==> config.mk <==
export PLATFORM = sky130hd
export DESIGN_NAME = booth_mult_seq
export DESIGN_NICKNAME = d
export VERILOG_FILES = /design/src/rtl/booth_mult_seq.sv
export SDC_FILE = /design/constraint.sdc
export NUM_CORES = 1
export LEC_CHECK = 0
export BUFFER_PORTS_ARGS = -buffer_cell sky130_fd_sc_hd__buf_2
export CAP_MARGIN = 20
export CORE_ASPECT_RATIO = 2
export CORE_UTILIZATION = 61
export CTS_CLUSTER_DIAMETER = 50
export DETAILED_ROUTE_END_ITERATION = 8
export PLACE_DENSITY = 0.85
export RECOVER_POWER = 100
export SKIP_CTS_REPAIR_TIMING = 1
export SLEW_MARGIN = 15
export SYNTH_ARGS = -nofsm -noshare
export SYNTH_HDL_FRONTEND = slang
export SYNTH_SLANG_ARGS = --single-unit
==> constraint.sdc <==
create_clock -name clk -period 8.22 [get_ports clk]
set_input_delay 1.644 -clock clk [delete_from_list [all_inputs] [get_ports clk]]
set_output_delay 1.644 -clock clk [all_outputs]
set_load 0.1 [all_outputs]
==> src/rtl/booth_mult_seq.sv <==
// Sequential radix-2 Booth multiplier with valid/ready handshakes on the
// operand and result sides. One operation runs WIDTH+1 Booth iterations
// over a WIDTH+2 bit accumulator. The guard bit keeps A-M from overflowing
// when M is the most negative operand. Extending unsigned operands by one
// zero bit lets the same iteration count serve signed and unsigned modes.
module booth_mult_seq #(
    parameter int WIDTH = 16
) (
    input  logic                 clk,
    input  logic                 rst,
    input  logic                 in_valid,
    output logic                 in_ready,
    input  logic [WIDTH-1:0]     a_in,
    input  logic [WIDTH-1:0]     b_in,
    input  logic                 sgn,
    output logic                 out_valid,
    input  logic                 out_ready,
    output logic [2*WIDTH-1:0]   product,
    output logic                 busy
);

    localparam int AW = WIDTH + 2;
    localparam int QW = WIDTH + 1;
    localparam int CW = $clog2(WIDTH + 2);

    typedef enum logic [2:0] {
        IDLE  = 3'd0,
        EVAL  = 3'd1,
        SUB   = 3'd2,
        ADD   = 3'd3,
        SHIFT = 3'd4,
        DONE  = 3'd5
    } state_t;

    state_t              state_reg, state_next;
    logic [AW-1:0]       a_reg, a_next;
    logic [AW-1:0]       m_reg, m_next;
    logic [QW-1:0]       q_reg, q_next;
    logic                q_m1_reg, q_m1_next;
    logic [CW-1:0]       cnt_reg, cnt_next;
    logic [2*WIDTH-1:0]  product_reg, product_next;

    // Operands extended to datapath width: the upper bits copy the operand
    // MSB in signed mode and are zero in unsigned mode.
    logic [AW-1:0]       a_ext;
    logic [QW-1:0]       b_ext;

    assign a_ext[WIDTH-1:0] = a_in;
    assign b_ext[WIDTH-1:0] = b_in;
    assign b_ext[WIDTH]     = sgn & b_in[WIDTH-1];

    generate
        for (genvar gi = WIDTH; gi < AW; gi++) begin : g_a_ext
            assign a_ext[gi] = sgn & a_in[WIDTH-1];
        end
    endgenerate

    // State and datapath registers; reset aborts any operation in flight.
    always_ff @(posedge clk) begin
        if (rst) begin
            state_reg   <= IDLE;
            a_reg       <= '0;
            m_reg       <= '0;
            q_reg       <= '0;
            q_m1_reg    <= 1'b0;
            cnt_reg     <= '0;
            product_reg <= '0;
        end else begin
            state_reg   <= state_next;
            a_reg       <= a_next;
            m_reg       <= m_next;
            q_reg       <= q_next;
            q_m1_reg    <= q_m1_next;
            cnt_reg     <= cnt_next;
            product_reg <= product_next;
        end
    end

    // Next-state logic: Booth recoding of {Q[0], q_m1} picks the step.
    always_comb begin
        state_next = state_reg;
        case (state_reg)
            IDLE: begin
                if (in_valid) begin
                    state_next = EVAL;
                end
            end
            EVAL: begin
                if (cnt_reg == '0) begin
                    state_next = DONE;
                end else begin
                    case ({q_reg[0], q_m1_reg})
                        2'b10:   state_next = SUB;
                        2'b01:   state_next = ADD;
                        default: state_next = SHIFT;
                    endcase
                end
            end
            SUB:     state_next = SHIFT;
            ADD:     state_next = SHIFT;
            SHIFT:   state_next = EVAL;
            DONE: begin
                if (out_ready) begin
                    state_next = IDLE;
                end
            end
            default: state_next = IDLE;
        endcase
    end

    // Datapath updates for each state; product only changes on EVAL->DONE.
    always_comb begin
        a_next       = a_reg;
        m_next       = m_reg;
        q_next       = q_reg;
        q_m1_next    = q_m1_reg;
        cnt_next     = cnt_reg;
        product_next = product_reg;
        case (state_reg)
            IDLE: begin
                if (in_valid) begin
                    a_next    = '0;
                    m_next    = a_ext;
                    q_next    = b_ext;
                    q_m1_next = 1'b0;
                    cnt_next  = CW'(WIDTH + 1);
                end
            end
            EVAL: begin
                if (cnt_reg == '0) begin
                    // Low 2*WIDTH bits of {A,Q}; the true product always fits.
                    product_next = {a_reg[WIDTH-2:0], q_reg};
                end
            end
            SUB: a_next = a_reg - m_reg;
            ADD: a_next = a_reg + m_reg;
            SHIFT: begin
                {a_next, q_next, q_m1_next} = {a_reg[AW-1], a_reg, q_reg};
                cnt_next = cnt_reg - 1'b1;
            end
            default: ;
        endcase
    end

    // Handshake and status outputs decoded from the current state.
    always_comb begin
        in_ready  = (state_reg == IDLE) && !rst;
        out_valid = (state_reg == DONE);
        busy      = (state_reg != IDLE);
        product   = product_reg;
    end

endmodule

### Word-level counts from Yosys, hierarchy flattened

Index checks and enable logic that the tools add are counted.

* flip-flop bits (word level): 93
* input port bits: 37
* output and inout port bits: 35
* logic and storage cells: 51

* add/sub/neg operators: 3
* equality and inequality tests: 9
* multiplexer cells: 13
* bitwise operators: 3
* reductions and logical operators: 15

Operators with widths (count)
* $pmux W18 S4: 1
* $pmux W17 S2: 1
* $add A18 B18 Y18: 1
* $mux W18: 1
* $sub A18 B18 Y18: 1
* $mux W17: 1
* $pmux W3 S5: 1
* $pmux W5 S2: 1
* $reduce_and A2 Y1: 5
* $mux W3: 3
* $eq A3 B2 Y1 const B: 2
* $eq A3 B3 Y1 const B: 2
* $pmux W3 S2: 1
* $reduce_bool A3 Y1: 2
* $logic_not A5 Y1: 1
* $mux W5: 1
* $sub A5 B1 Y5 const B: 1
* $reduce_bool A4 Y1: 1
* $eq A3 B1 Y1 const B: 1
* $logic_not A3 Y1: 1
* $reduce_and A3 Y1: 1
* $and A1 B1 Y1: 2
* $eq A2 B1 Y1 const B: 1
* $eq A2 B2 Y1 const B: 1
* 9 further kinds: 9

### Logic depth before layout (Yosys ltp)

* depth after elaboration: 4
* depth in mapped cells: 14
* gate-level depth less buffers: 14

### Least setup slack after synthesis

No wires, ideal clock.

* path type: input to output
* start point: in rst
* end point: out in_ready
* arrival time: 3.480 ns
* data required time: 6.576 ns
* path slack: 3.096 ns
* stages: 4
* path buffers: 3
* cell sequence: clkbuf_1 -> clkbuf_1 -> buf_1 -> nor2_1

* word-level cells in the longest chain between the ends: 2

Ends and longest elaborated chain
* start: declaration: line 10 `input logic rst,`
* $logic_not A1 Y1: line 147 `in_ready = (state_reg == IDLE) && !rst;`
* $logic_and A1 B1 Y1: line 147
* end: declaration: line 12 `output logic in_ready,`

Every way passes these cells.

### Final worst setup path

Same ends and word-level chain as after synthesis.

==> flow_metrics.env <==
export IMPL_gp_congestion=0.871
export IMPL_die_x_um=63.9
export IMPL_synth_avg_cell_area_um2=7.67
export IMPL_p_leak_nw=2.07
export IMPL_clockBufferDepth=2
export IMPL_cp_arrival_ps=3190
export IMPL_p_seq_share_pct=38.8
export IMPL_synthDistinctLibCells=48
export IMPL_synth_common_cells="nand2_1 (152), dfxtp_1 (93), a21oi_1 (79), nor2_1 (56), clkbuf_1 (37)"
export IMPL_antenna_found_initial=0
export IMPL_wirelength_mm=11.2
export IMPL_hold_ws_ps=455
export IMPL_synth_main_ff_cell="dfxtp_1"
export IMPL_rows=44
export IMPL_initial_core_util_pct=63.9
export IMPL_fmax_mhz=207
export IMPL_avgViaCountPerCell=5.85
export IMPL_path_cells="buf_2 -> buf_4 -> nor2_1 -> clkbuf_1"
export IMPL_drcViolationCount=0
export IMPL_finalWorstSetupSlack_ps=3390
export IMPL_diodes=0
export IMPL_die_h_um=126
export IMPL_numPortBuffers=71
export IMPL_wirelength_met1_mm=4.24
export IMPL_crit_fanout=98
export IMPL_htree_levels=3
export IMPL_slew_limit_headroom_pct=17.7
export IMPL_status="complete, no violations"
export IMPL_route_met3_wl_um=492
export IMPL_top_level_ports=72
export IMPL_endpoint_kind="output pin"
export IMPL_critPathTopFamily="buffers and inverters"
export IMPL_clock_latency_ps=350
export IMPL_routed_top_layer="met4"
export IMPL_synth_nets=669
export IMPL_cap_violations=0
export IMPL_p_int_mw=0.854
export IMPL_dr_wl_met2_mm=6.13
export IMPL_synthCells=610
export IMPL_hpwl_mm=7.77
export IMPL_synth_edf_count=0
export IMPL_clk_pin_slew_ps=70
export IMPL_min_path_type="reg2reg"
export IMPL_core_area_um2=7320
export IMPL_cts_root_buffer="clkbuf_16"
export IMPL_syn_area_um2=4680
export IMPL_grt_overflow=0
export IMPL_drt_pre_antenna_iters=5
export IMPL_ff_latch_area_um2=1860
export IMPL_path_class="in2out"
export IMPL_slowest_delay_ps=870
export IMPL_nNetsFinal=718
export IMPL_critPathSlowestCell="clkbuf_1"
export IMPL_first_iter_violations=385
export IMPL_dieArea_um2=8050
export IMPL_largest_reg_flops=32
export IMPL_worst_slew_pin_slew_ps=1230
export IMPL_p_per_area_nw_per_um2=248
export IMPL_ys_warn_count=0
export IMPL_cts_buffers=9
export IMPL_netlist_area_leader_share_pct=39.8
export IMPL_drtAntennaViolNets=0
export IMPL_track_usage_pct=29.4
export IMPL_synth_sequential_area_ratio_pct=39.8
export IMPL_num_vias=4424
export IMPL_ys_ff_latch=93
export IMPL_cts_sinks=93
export IMPL_async_flop_share_pct=0
export IMPL_finalSetupViolCount=0
export IMPL_cts_tree="yes"
export IMPL_multiInputGateArea_um2=2620
export IMPL_area_growth_pct=13.9
export IMPL_report_final_slew_viol_count=0
export IMPL_critPathLaunchType="primary input"
export IMPL_dp_slack_ps=3690
export IMPL_combPwrFrac_pct=29.1
export IMPL_synth_most_common_cell="nand2_1"
export IMPL_fin_crit_ps=4830
export IMPL_wl_per_cell_um=14.8
export IMPL_power_frac_clock_pct=32.2
export IMPL_period_share_pct=58.8
export IMPL_rsz0062_at_grt="false"
export IMPL_ir_drop_v=0.000178
export IMPL_required_ps=6580
export IMPL_synth_top_cell_by_area="dfxtp_1"
export IMPL_ys_top_cells_by_area="dfxtp_1 (40%), nand2_1 (12%), a21oi_1 (8.4%)"
export IMPL_p_switching_mw=0.468
export IMPL_cp_num_buf_inv=3
export IMPL_setup_tns_ps=0
export IMPL_n_fill_cell=628
export IMPL_switching_share_pct=35.4
export IMPL_grt_pass1_vias=4281
export IMPL_hold_violations=0
export IMPL_grt_pass1_wl_mm=18.8
export IMPL_grt_max_degree=99
export IMPL_clock_skew_ps=7.27
export IMPL_drive_gt1_share_pct=9.64
## routing by layer
layer  up-vias  GRT usage [%]
li1       2228              -
met1      2018           29.6
met2       149           56.3
met3        29           5.34
met4         0           12.8
met5         -              0
## layout by cell type (no fill, tap or decap), drive strengths merged, types with 5 or more instances in the layout
cell	netlist	routed
xnor2	12	12
a21oi	79	79
buf	1	39
clkbuf	37	46
xor2	17	17
nand2	152	152
a31oi	5	5
ha	21	21
a22oi	9	9
o21ai	16	16
nor3	11	11
a311oi	15	15
and2	6	6
dfxtp	93	93
nor2	56	56
nand3	7	7
inv	14	17
a222oi	10	10
## power groups by stage
stage / Sequential, mW / Combinational [mW] / Clock (mW)
2_1_floorplan: 0.539 / 0.283 / 0
3_3_place_gp: 0.520 / 0.361 / 0
3_5_place_dp: 0.521 / 0.375 / 0
4_1_cts: 0.511 / 0.379 / 0.428
5_1_grt: 0.517 / 0.425 / 0.449
6_report: 0.512 / 0.384 / 0.425
## worst register-to-register path: cells and delay by family, from the launching register on
| kind | cells | cell delay (ps) |
|---|---|---|
| xor+xnor | 1 | 180 |
| compound gates | 6 | 1370 |
| fa+ha+maj | 1 | 320 |
| simple gates | 4 | 1500 |
| flops | 1 | 470 |
## final cells by class
class	instances	share of cell area [%]
Multi-Input combinational cell	465	49.2
Sequential cell	93	34.9
Timing Repair Buffer	76	6.97
Clock buffer	9	4.23
Tap cell	92	2.16
Clock inverter	7	1.50
Inverter	14	0.986
## metrics by stage
| stage | area [um^2] | util (%) | cells | total power [mW] |
|---|---|---|---|---|
| after floorplan | 4680 | - | 610 | 0.822 |
| after global placement | 5020 | 68.6 | 737 | 0.881 |
| after detailed placement | 5040 | 68.8 | 738 | 0.897 |
| after CTS | 5340 | 73.0 | 754 | 1.32 |
| after global routing | 5330 | 72.8 | 756 | 1.39 |
| final | 5330 | 72.8 | 756 | 1.32 |
## path summary, 6_finish.rpt
path | to | cells past startpoint | start | slack, ps
hold / removal | product[31]$_SDFFE_PP0P_ | 2 | product[31]$_SDFFE_PP0P_ | 460
setup reg to reg | a_reg[16]$_SDFFE_PP0P_ | 12 | state_reg[1]$_SDFFE_PP0P_ | 4260
hold reg to reg | product[31]$_SDFFE_PP0P_ | 2 | product[31]$_SDFFE_PP0P_ | 460
setup / recovery | in_ready | 4 | rst | 3390
## cell families (layout without fill, tap and decap cells)
family          Yosys count  count (layout)  synth area share, %
simple gates            258             258                 23.7
compound gates          156             156                 20.9
xor+xnor                 29              29                 5.43
buf+inv                  52             106                 4.17
fa+ha+maj                22              22                 6.04
flops                    93              93                 39.8
Note: power is estimated with default switching activity, not from simulation.
